==> config.mk <==
export PLATFORM = sky130hd
export DESIGN_NAME = lsb
export DESIGN_NICKNAME = d
export VERILOG_FILES = /design/src/rtl/lsb.sv
export SDC_FILE = /design/constraint.sdc
export NUM_CORES = 2
export LEC_CHECK = 0
export BUFFER_PORTS_ARGS = -buffer_cell sky130_fd_sc_hd__buf_4
export CAP_MARGIN = 20
export CORE_MARGIN = 1.5
export CORE_UTILIZATION = 45
export DETAILED_ROUTE_END_ITERATION = 10
export GPL_TIMING_DRIVEN = 0
export PLACE_DENSITY_LB_ADDON = 0.12
export RECOVER_POWER = 100
export SYNTH_ARGS = -nofsm -noshare
export SYNTH_HDL_FRONTEND = slang
export SYNTH_SLANG_ARGS = --single-unit
==> constraint.sdc <==
create_clock -name clk_in -period 12.17 [get_ports clk_in]
set_input_delay 0 -clock clk_in [delete_from_list [all_inputs] [get_ports clk_in]]
set_output_delay 0 -clock clk_in [all_outputs]
set_load 0.05 [all_outputs]
==> src/rtl/lsb.sv <==
// Load/store buffer: in-order memory ops between dispatch and a byte-serial memory port.
// Pending operands are resolved from the ROB broadcast. Loads run at the head and report
// to the ROB. Stores run only after the ROB commits them.
// Optional: define LSB_IO_STALL_EN to hold IO-space loads (addr >= 0x30000) until they
// reach the ROB head.
module lsb #(
  parameter int ROB_WIDTH = 4,
  parameter int LSB_WIDTH = 3,
  parameter int LSB_SIZE  = 8
) (
  input  logic                 clk_in,
  input  logic                 rst_in,
  input  logic                 rdy_in,
  input  logic                 clear,
  input  logic                 from_decoder,
  input  logic                 dec_is_store,
  input  logic [2:0]           dec_funct3,
  input  logic [ROB_WIDTH-1:0] dec_tag,
  input  logic                 dec_rs1_busy,
  input  logic [ROB_WIDTH-1:0] dec_rs1_tag,
  input  logic [31:0]          dec_rs1_val,
  input  logic                 dec_rs2_busy,
  input  logic [ROB_WIDTH-1:0] dec_rs2_tag,
  input  logic [31:0]          dec_rs2_val,
  input  logic [31:0]          dec_imm,
  input  logic                 rob_update,
  input  logic [ROB_WIDTH-1:0] rob_update_tag,
  input  logic [31:0]          rob_update_wdata,
  input  logic                 rob_commit,
  input  logic [ROB_WIDTH-1:0] rob_commit_tag,
  input  logic [ROB_WIDTH-1:0] rob_head,
  input  logic [7:0]           mem_din,
  input  logic                 io_buffer_full,
  output logic [7:0]           mem_dout,
  output logic [31:0]          mem_a,
  output logic                 mem_wr,
  output logic                 lsb_full,
  output logic                 to_rob,
  output logic [ROB_WIDTH-1:0] to_rob_tag,
  output logic [31:0]          to_rob_wdata
);
  typedef logic [ROB_WIDTH-1:0] tag_t;
  typedef struct packed {
    logic        valid;
    logic        committed;
    logic        is_store;
    logic [2:0]  funct3;
    tag_t        tag;
    logic        rs1_busy;
    tag_t        rs1_tag;
    logic [31:0] rs1_val;
    logic        rs2_busy;
    tag_t        rs2_tag;
    logic [31:0] rs2_val;
    logic [31:0] imm;
  } ent_t;
  typedef enum logic [1:0] {IDLE, LOAD, DONE, STORE} state_t;

  state_t                 state, state_nxt;
  ent_t                   q [LSB_SIZE];
  ent_t                   hd, new_ent;
  logic [LSB_WIDTH-1:0]   head, tail, idx;
  logic [LSB_WIDTH:0]     count, keep_cnt;
  logic [LSB_SIZE-1:0]    keep_mask;
  logic                   run, enq, pop, st_adv, is_io, io_hold, ld_io_ok;
  logic [2:0]             byte_idx, nbytes;
  logic [31:0]            addr, ld_data, ld_ext;

  assign hd       = q[head];
  assign addr     = hd.rs1_val + hd.imm;
  assign is_io    = addr >= 32'h0003_0000;
  assign io_hold  = is_io && io_buffer_full;
  assign enq      = from_decoder && !clear;
  assign lsb_full = ({1'b0, count} + (LSB_WIDTH+2)'(2)) >= (LSB_WIDTH+2)'(LSB_SIZE);

`ifdef LSB_IO_STALL_EN
  assign ld_io_ok = !is_io || (rob_head == hd.tag);
`else
  logic unused_rob_head;
  assign ld_io_ok        = 1'b1;
  assign unused_rob_head = ^rob_head;
`endif

  // Access size from funct3: byte, half, word.
  always_comb begin
    case (hd.funct3[1:0])
      2'b00:   nbytes = 3'd1;
      2'b01:   nbytes = 3'd2;
      default: nbytes = 3'd4;
    endcase
  end

  // Sign/zero extension of the assembled load bytes.
  always_comb begin
    case (hd.funct3)
      3'b000:  ld_ext = {{24{ld_data[7]}}, ld_data[7:0]};
      3'b001:  ld_ext = {{16{ld_data[15]}}, ld_data[15:0]};
      3'b100:  ld_ext = {24'b0, ld_data[7:0]};
      3'b101:  ld_ext = {16'b0, ld_data[15:0]};
      default: ld_ext = ld_data;
    endcase
  end

  // Incoming entry, with a same-cycle broadcast already folded in.
  always_comb begin
    new_ent          = '0;
    new_ent.valid    = 1'b1;
    new_ent.is_store = dec_is_store;
    new_ent.funct3   = dec_funct3;
    new_ent.tag      = dec_tag;
    new_ent.rs1_busy = dec_rs1_busy;
    new_ent.rs1_tag  = dec_rs1_tag;
    new_ent.rs1_val  = dec_rs1_val;
    new_ent.rs2_busy = dec_rs2_busy;
    new_ent.rs2_tag  = dec_rs2_tag;
    new_ent.rs2_val  = dec_rs2_val;
    new_ent.imm      = dec_imm;
    if (rob_update && dec_rs1_busy && dec_rs1_tag == rob_update_tag) begin
      new_ent.rs1_busy = 1'b0;
      new_ent.rs1_val  = rob_update_wdata;
    end
    if (rob_update && dec_rs2_busy && dec_rs2_tag == rob_update_tag) begin
      new_ent.rs2_busy = 1'b0;
      new_ent.rs2_val  = rob_update_wdata;
    end
  end

  // Committed-prefix scan from head: these entries survive a clear.
  // A commit arriving in the clear cycle counts as committed.
  always_comb begin
    keep_mask = '0;
    keep_cnt  = '0;
    run       = 1'b1;
    idx       = '0;
    for (int i = 0; i < LSB_SIZE; i++) begin
      idx = head + LSB_WIDTH'(i);
      if (run && (LSB_WIDTH+1)'(i) < count &&
          (q[idx].committed || (rob_commit && q[idx].valid && q[idx].tag == rob_commit_tag))) begin
        keep_mask[idx] = 1'b1;
        keep_cnt       = keep_cnt + (LSB_WIDTH+1)'(1);
      end else begin
        run = 1'b0;
      end
    end
  end

  // Head FSM: next state, memory port and ROB report.
  always_comb begin
    state_nxt    = state;
    pop          = 1'b0;
    st_adv       = 1'b0;
    mem_wr       = 1'b0;
    mem_a        = '0;
    mem_dout     = '0;
    to_rob       = 1'b0;
    to_rob_tag   = hd.tag;
    to_rob_wdata = '0;
    case (state)
      IDLE: if (!clear && hd.valid) begin
        if (!hd.is_store && !hd.rs1_busy && ld_io_ok)
          state_nxt = LOAD;
        else if (hd.is_store && !hd.rs1_busy && !hd.rs2_busy && hd.committed && !io_hold)
          state_nxt = STORE;
      end
      LOAD: begin
        // byte_idx counts addresses sent; data for byte k arrives while byte_idx == k+1
        if (byte_idx < nbytes) mem_a = addr + 32'(byte_idx);
        if (clear) state_nxt = IDLE;
        else if (byte_idx == nbytes) state_nxt = DONE;
      end
      DONE: begin
        if (clear) state_nxt = IDLE;
        else begin
          to_rob       = rdy_in;
          to_rob_wdata = ld_ext;
          pop          = 1'b1;
          state_nxt    = IDLE;
        end
      end
      STORE: begin
        // committed store always finishes, even across a clear
        mem_a = addr + 32'(byte_idx);
        if (!io_hold) begin
          mem_wr   = rdy_in;
          mem_dout = hd.rs2_val[{byte_idx[1:0], 3'b000} +: 8];
          st_adv   = 1'b1;
          if (byte_idx == nbytes - 3'd1) begin
            pop       = 1'b1;
            state_nxt = IDLE;
          end
        end
      end
      default: state_nxt = IDLE;
    endcase
  end

  // State, byte counter, load data and queue maintenance.
  always_ff @(posedge clk_in) begin
    if (rst_in) begin
      state    <= IDLE;
      head     <= '0;
      tail     <= '0;
      count    <= '0;
      byte_idx <= '0;
      ld_data  <= '0;
      for (int i = 0; i < LSB_SIZE; i++) q[i] <= '0;
    end else if (rdy_in) begin
      state <= state_nxt;
      case (state)
        LOAD:    byte_idx <= (state_nxt == LOAD) ? byte_idx + 3'd1 : 3'd0;
        STORE:   if (st_adv) byte_idx <= (state_nxt == STORE) ? byte_idx + 3'd1 : 3'd0;
        default: byte_idx <= '0;
      endcase
      if (state == LOAD)
        for (int b = 0; b < 4; b++)
          if (byte_idx == 3'(b + 1)) ld_data[8*b +: 8] <= mem_din;

      for (int i = 0; i < LSB_SIZE; i++) begin
        if (q[i].valid && rob_update) begin
          if (q[i].rs1_busy && q[i].rs1_tag == rob_update_tag) begin
            q[i].rs1_busy <= 1'b0;
            q[i].rs1_val  <= rob_update_wdata;
          end
          if (q[i].rs2_busy && q[i].rs2_tag == rob_update_tag) begin
            q[i].rs2_busy <= 1'b0;
            q[i].rs2_val  <= rob_update_wdata;
          end
        end
        if (q[i].valid && rob_commit && q[i].tag == rob_commit_tag) q[i].committed <= 1'b1;
      end

      if (enq) q[tail] <= new_ent;
      if (pop) begin
        q[head].valid     <= 1'b0;
        q[head].committed <= 1'b0;
        head              <= head + LSB_WIDTH'(1);
      end

      if (clear) begin
        for (int i = 0; i < LSB_SIZE; i++)
          if (!keep_mask[i]) begin
            q[i].valid     <= 1'b0;
            q[i].committed <= 1'b0;
          end
        tail  <= head + keep_cnt[LSB_WIDTH-1:0];
        count <= keep_cnt - (LSB_WIDTH+1)'(pop);
      end else begin
        if (enq) tail <= tail + LSB_WIDTH'(1);
        count <= count + (LSB_WIDTH+1)'(enq) - (LSB_WIDTH+1)'(pop);
      end
    end
  end
endmodule

### Word level (Yosys, flattened, before mapping)

Memory sizes are Yosys's and may differ from the RTL's. A register that Yosys moved wholly into a read port is not among the register bits.
Index checks and enable logic that the tools add are counted.
W data, S select, Z words.

| cells by class | value |
|---|---|
| add/subtract/negate cells | 24 |
| magnitude comparators | 27 |
| equality and inequality tests | 66 |
| shifts and indexed selects | 1 |
| mux-type cells | 299 |
| bitwise gates (word level) | 162 |
| reduce and logical (&&, ||, !) cells | 115 |

Operators by type and width:

| cell | count |
|---|---|
| $mux W32 | 21 |
| $mux W1 | 231 |
| $eq A4 B4 Y1 | 34 |
| $pmux W32 S4 | 1 |
| $mux W114 | 1 |
| $logic_and A1 B1 Y1 | 91 |
| $mux W8 | 10 |
| $pmux W32 S2 | 1 |
| $or A1 B1 Y1 | 59 |
| $eq A3 B3 Y1 const B | 19 |
| $or A8 B8 Y8 | 7 |
| $and A1 B1 Y1 | 46 |
| $add A32 B3 Y32 | 1 |
| $add A32 B32 Y32 | 1 |
| $ge A32 B18 Y1 const B | 1 |
| $lt A3 B4 Y1 const B | 8 |
| $mux W4 | 8 |
| $not A1 Y1 | 32 |
| $shiftx A32 B6 Y8 | 1 |
| $add A4 B1 Y4 const B | 7 |
| $demux W1 S3 | 8 |
| $ge A3 B1 Y1 const B | 8 |
| $mux W3 | 7 |
| $and A1 B1 Y1 const B | 16 |
| other kinds (31) | 75 |

| storage, ports and cells | value |
|---|---|
| register bits after elaboration | 47 |
| RAM bits | 928 |
| output and inout bits | 79 |
| logic and storage cells | 704 |
| memories kept | 1 |

Memory list:

| name | words | bits a word | rd ports | clocked after Yosys merged registers in | wr ports | RTL line | source |
|---|---|---|---|---|---|---|---|
| q | 8 | 116 | 16 | 1 | 10 | 60 | `ent_t q [LSB_SIZE];` |

### Depth between registers and ports, before layout

| logic depth | value |
|---|---|
| depth in word-level cells | 42 |
| mapped depth | 43 |

### Least setup slack after synthesis

No wires, ideal clock.

| timing | value |
|---|---|
| kind | register to register |
| start point | register head[0] |
| end point | register tail[2] |
| library setup time | 74 ps |
| data arrival time | 8983 ps |
| slack | 3112 ps |
| cell stages (with the launch flop) | 44 |
| path buffers | 8 |
| clock period less this slack | 9058 ps |
| cells stage by stage | dfxtp_1 buf_4 buf_6 inv_1 buf_4 buf_2 clkbuf_1 ha_1 buf_2 buf_4 mux2i_1 mux4_2 xnor2_1 or4_1 o22ai_1 and3_1 ha_1 inv_1 [8 not listed] a31oi_1 ha_1 nand2_1 o2bb2ai_1 ha_1 nor2_1 nor2_1 ha_1 o2bb2ai_1 ha_1 nor4_1 nor2_1 fa_1 xor2_1 or2_2 mux2i_1 o21ai_0 o21ai_0 |

RTL lines:

| element | RTL line | source |
|---|---|---|
| start, declared | 62 | `logic [LSB_WIDTH-1:0] head, tail, idx;` |
| start signal, assigned | 236 | `head <= head + LSB_WIDTH'(1);` |
| $add A3 B3 Y3 * | 136 | `idx = head + LSB_WIDTH'(i);` |
| named net idx[0] | 62 |  |
| $mem_v2 Z8 W116 * | - |  |
| $eq A4 B4 Y1 / $logic_and A1 B1 Y1 (equally long branches) | 138 | `(q[idx].committed \|\| (rob_commit && q[idx].valid && q[idx].tag == rob_commit_tag))) begin` |
| $logic_and A1 B1 Y1 | 138 |  |
| $logic_or A1 B1 Y1 * | 138 |  |
| $logic_and A1 B1 Y1 * | 137 | `if (run && (LSB_WIDTH+1)'(i) < count &&` |
| $mux W4 * | 137 |  |
| $add A3 B3 Y3 * | 245 | `tail <= head + keep_cnt[LSB_WIDTH-1:0];` |
| $mux W3 * | 239 | `if (clear) begin` |
| end signal, assigned | 245 |  |
| end signal, assigned | 248 | `if (enq) tail <= tail + LSB_WIDTH'(1);` |
| end, declared | 62 |  |

Mark *: on every way through the listed nets, which the timed path passes. The rest lies on a longest branch.
A chain may end at the register's enable or synchronous reset.

==> results.md <==
- Status: complete, but fails checks
- Violated checks: max-capacitance violations, max-slew violations
- Top achievable clock speed: 84.66 MHz
- Hold_buf cts: 165
- Leakage power: 22.35 nW
- Max VDD drop: 0.0001203 V
- Number of global-route vias before repair: 38690
- Async SR Flop Fraction: 0
- Area of the multi-input gates: 0.02282 mm²
- DRT antenna net count: 0
- Critical path required time: 12.17 ns
- Main combinational cell family by area after synthesis: multiplexers
- Crit start category: flop
- Post-synth cell types: 78
- Total power: 7.625 mW
- Routed wire length: 196100 µm
- Fill count: 10234
- Syn_area_per_cell: 13.25 µm²
- DRC: 0
- Crit path time final: 11.81 ns
- Reg2Reg Depth: 25
- RSZ-0062 raised after global routing: false
- CTS Sinks: 978
- Post-DP HPWL: 139200 µm
- Initial core utilization: 0.4538
- CTS tree: yes
- Register Area: 0.02871 mm²
- Setup violators final: 0
- Die area: 0.1211 mm²
- Critical path start-end classification: reg2out
- Most used DFF post-synth: edfxtp_1
- GRT Residual Overflow: 0
- Portion of netlist area occupied by mux cells: 0.1530
- Yosys reg bits: 978
- HP Start: rob_update_wdata[15]
- TritonCTS Buffers: 105
- Cell at the root of the clock tree: clkbuf_16
- Worst Hold Depth: 2
- Period utilisation layout: 0.9706
- Top-area cell type share of the netlist area: 0.5111
- Sum of negative setup slack: 0 ns
- HP Class: in2reg
- Routability congestion estimate: 0.9408
- Final non-filler cell total: 6129
- Crit path capture type: primary output
- Area fraction in compound gates after synthesis: 0.1289
- Hold Path End: q[5][84]$_DFFE_PP_
- Final hold violation count: 0
- Die width: 348.1 µm
- DR WL/cell: 31.99 µm
- Worst slew margin: -1.538
- Nets: 4749
- Post-synth EDFFs: 912
- Via density: 6.482
- Cell Pwr Density: 123.9 mW/mm²
- Sequential group share of total power: 0.507
- Worst-path fanout max: 10
- Comb pwr share: 0.087
- DR vias: 39731
- Adder-cell share of the synthesized area: 0.01831
- Max Cap Violations: 28
- Port bufs: 142
- Sw Pwr: 1.905 mW
- Core Area: 0.1181 mm²
- Layout cells sized above 1: 0.1424
- First-pass GRT wire length: 278600 µm
- Clock latency on the worst-skew pair: 0.72 ns
- Post-synthesis sequential area ratio: 0.5358
- Cell count after synthesis: 4044
- Dpl cells: 5758
- CTS max path bufs: 3
- Clock power share: 0.406
- DRT Pass-1 Iters: 6
- H-tree depth: 3
- Area Growth Syn to Fin: 14.89%
- R2R Path End: q[6][115]$_SDFFE_PP0P_
- Post-synth top cells: edfxtp_1, a22o_1, clkbuf_1
- Pins Over Slew Limit: 666
- Row cnt: 126
- Area leader, netlist: edfxtp_1
- Postcts setup bufs: 0
- Synthesized area: 0.05358 mm²
- Synth warn: 0
- All-Layer GR Usage: 0.3183
- Post-cts sizing count: 0
- Initial antenna violation count: 13
- Switch share: 0.2498
- Internal power: 5.720 mW
- Most common cell in the netlist: edfxtp_1
- Worst slew pin tran: 3.768 ns
- Simple-gate portion of the synthesized area: 0.09359
- Die Y: 348.1 µm
- Largest cells by area after synthesis: edfxtp_1, mux4_2, a22o_1
- Largest net degree at the start of global routing: 51
- Clk pin slew, worst setup/hold paths: 0.06 ns
- Clock skew: 0.05141 ns
- Post-Synth XOR/XNOR Area: 0.03237
- Initial drt markers: 4930
- Number of I/O pins: 253
- Critical path arrival: 11.81 ns
- Post-synthesis net count: 4294
- R2r setup slk: 0.40 ns
==> sequential cells by signal, indices dropped and copies added (netlist names), named ones only <==
register  cells
byte_idx      3
count         4
head          3
ld_data      32
q           928
state         2
tail          3
==> power by group through the flow <==
stage	combinational [mW]	sequential, mW	clock (mW)
3_5_place_dp	0.626	3.93	0
3_3_place_gp	0.598	3.94	0
5_1_grt	0.698	3.88	3.21
4_1_cts	0.674	3.86	3.09
6_report	0.662	3.87	3.10
2_1_floorplan	0.369	3.91	0
==> logic make-up after synthesis <==
family,count (synthesis)
xor gates and xnor gates,194
and+or+nand+nor,940
AOI/OAI and AO/OA,873
adders and majority gates,76
muxes,459
DFF,978
buffers and inverters,524
==> per-stage QoR <==
step / setup slack [ns] / hold WS (ns) / utilization / area [µm²]
after floorplan: 3.112 / 0.1360 / - / 53580
after CTS: 0.6298 / 0.006309 / 0.5272 / 62250
after global routing: 0.09758 / 0.03494 / 0.5212 / 61540
after global placement: 0.7007 / 0.2853 / 0.4791 / 56570
after detailed placement: 0.6554 / 0.2869 / 0.4858 / 57360
final: 0.3583 / 0.03470 / 0.5213 / 61560
==> worst max-delay path, cell delays in order (launching register included) <==
cell and delay (ns):
dfxtp_1 0.31, clkbuf_1 0.48, clkbuf_1 0.77, clkbuf_1 0.63
clkbuf_1 0.65, clkbuf_1 0.77, clkbuf_1 0.74, clkbuf_1 0.69
mux4_2 0.43, mux2_2 0.35, ha_1 0.27, fa_1 0.48
a21o_1 0.19, a21oi_2 0.28, o211ai_1 0.25, a221o_1 0.33
clkbuf_1 0.21, a21boi_0 0.51, o21ai_0 0.30, xnor2_1 0.36
and4_1 0.25, a41o_1 0.38, nand2_1 0.50, a21oi_1 0.40
clkbuf_1 0.51
==> layer usage <==
metal  track usage  up-vias  share of wire
met4        0.1199       22          0.040
met1        0.4341    20363           0.40
met5      0.002001        -        0.00079
met3       0.05729      405          0.088
met2        0.5082     2177           0.47
li1              -    16764              -
==> cell usage in the layout, fill, tap and decap left out, types with 111 or more instances in the layout <==
cell type	count
edfxtp_1	912
a22o_1	514
clkbuf_1	401
mux4_2	281
and3_1	192
nor2_1	190
dlygate4sd3_1	165
nand2_1	147
buf_1	121
and2_1	111
==> layout make-up <==
class | count | share of cell area
antenna | 6 | 0.0002439
multi-input combinational | 2542 | 0.3707
inverter | 76 | 0.004716
clock inverter | 65 | 0.007765
buffer | 448 | 0.02846
tap | 1536 | 0.03122
sequential | 978 | 0.4664
clock buffer | 130 | 0.04492
timing repair buffer | 348 | 0.04561
==> worst max-delay path by stage <==
| stage | end | depth (start not counted) |
|---|---|---|
| 2_1_floorplan | tail[2]$_SDFFE_PP0P_ | 43 |
| 3_3_place_gp | count[2]$_SDFFE_PP0P_ | 32 |
| 3_5_place_dp | count[2]$_SDFFE_PP0P_ | 32 |
| 4_1_cts | count[2]$_SDFFE_PP0P_ | 32 |
| 5_1_grt | count[2]$_SDFFE_PP0P_ | 32 |
| 6_report | mem_dout[6] | 24 |
No activity file was read; power rests on OpenSTA's default activity.
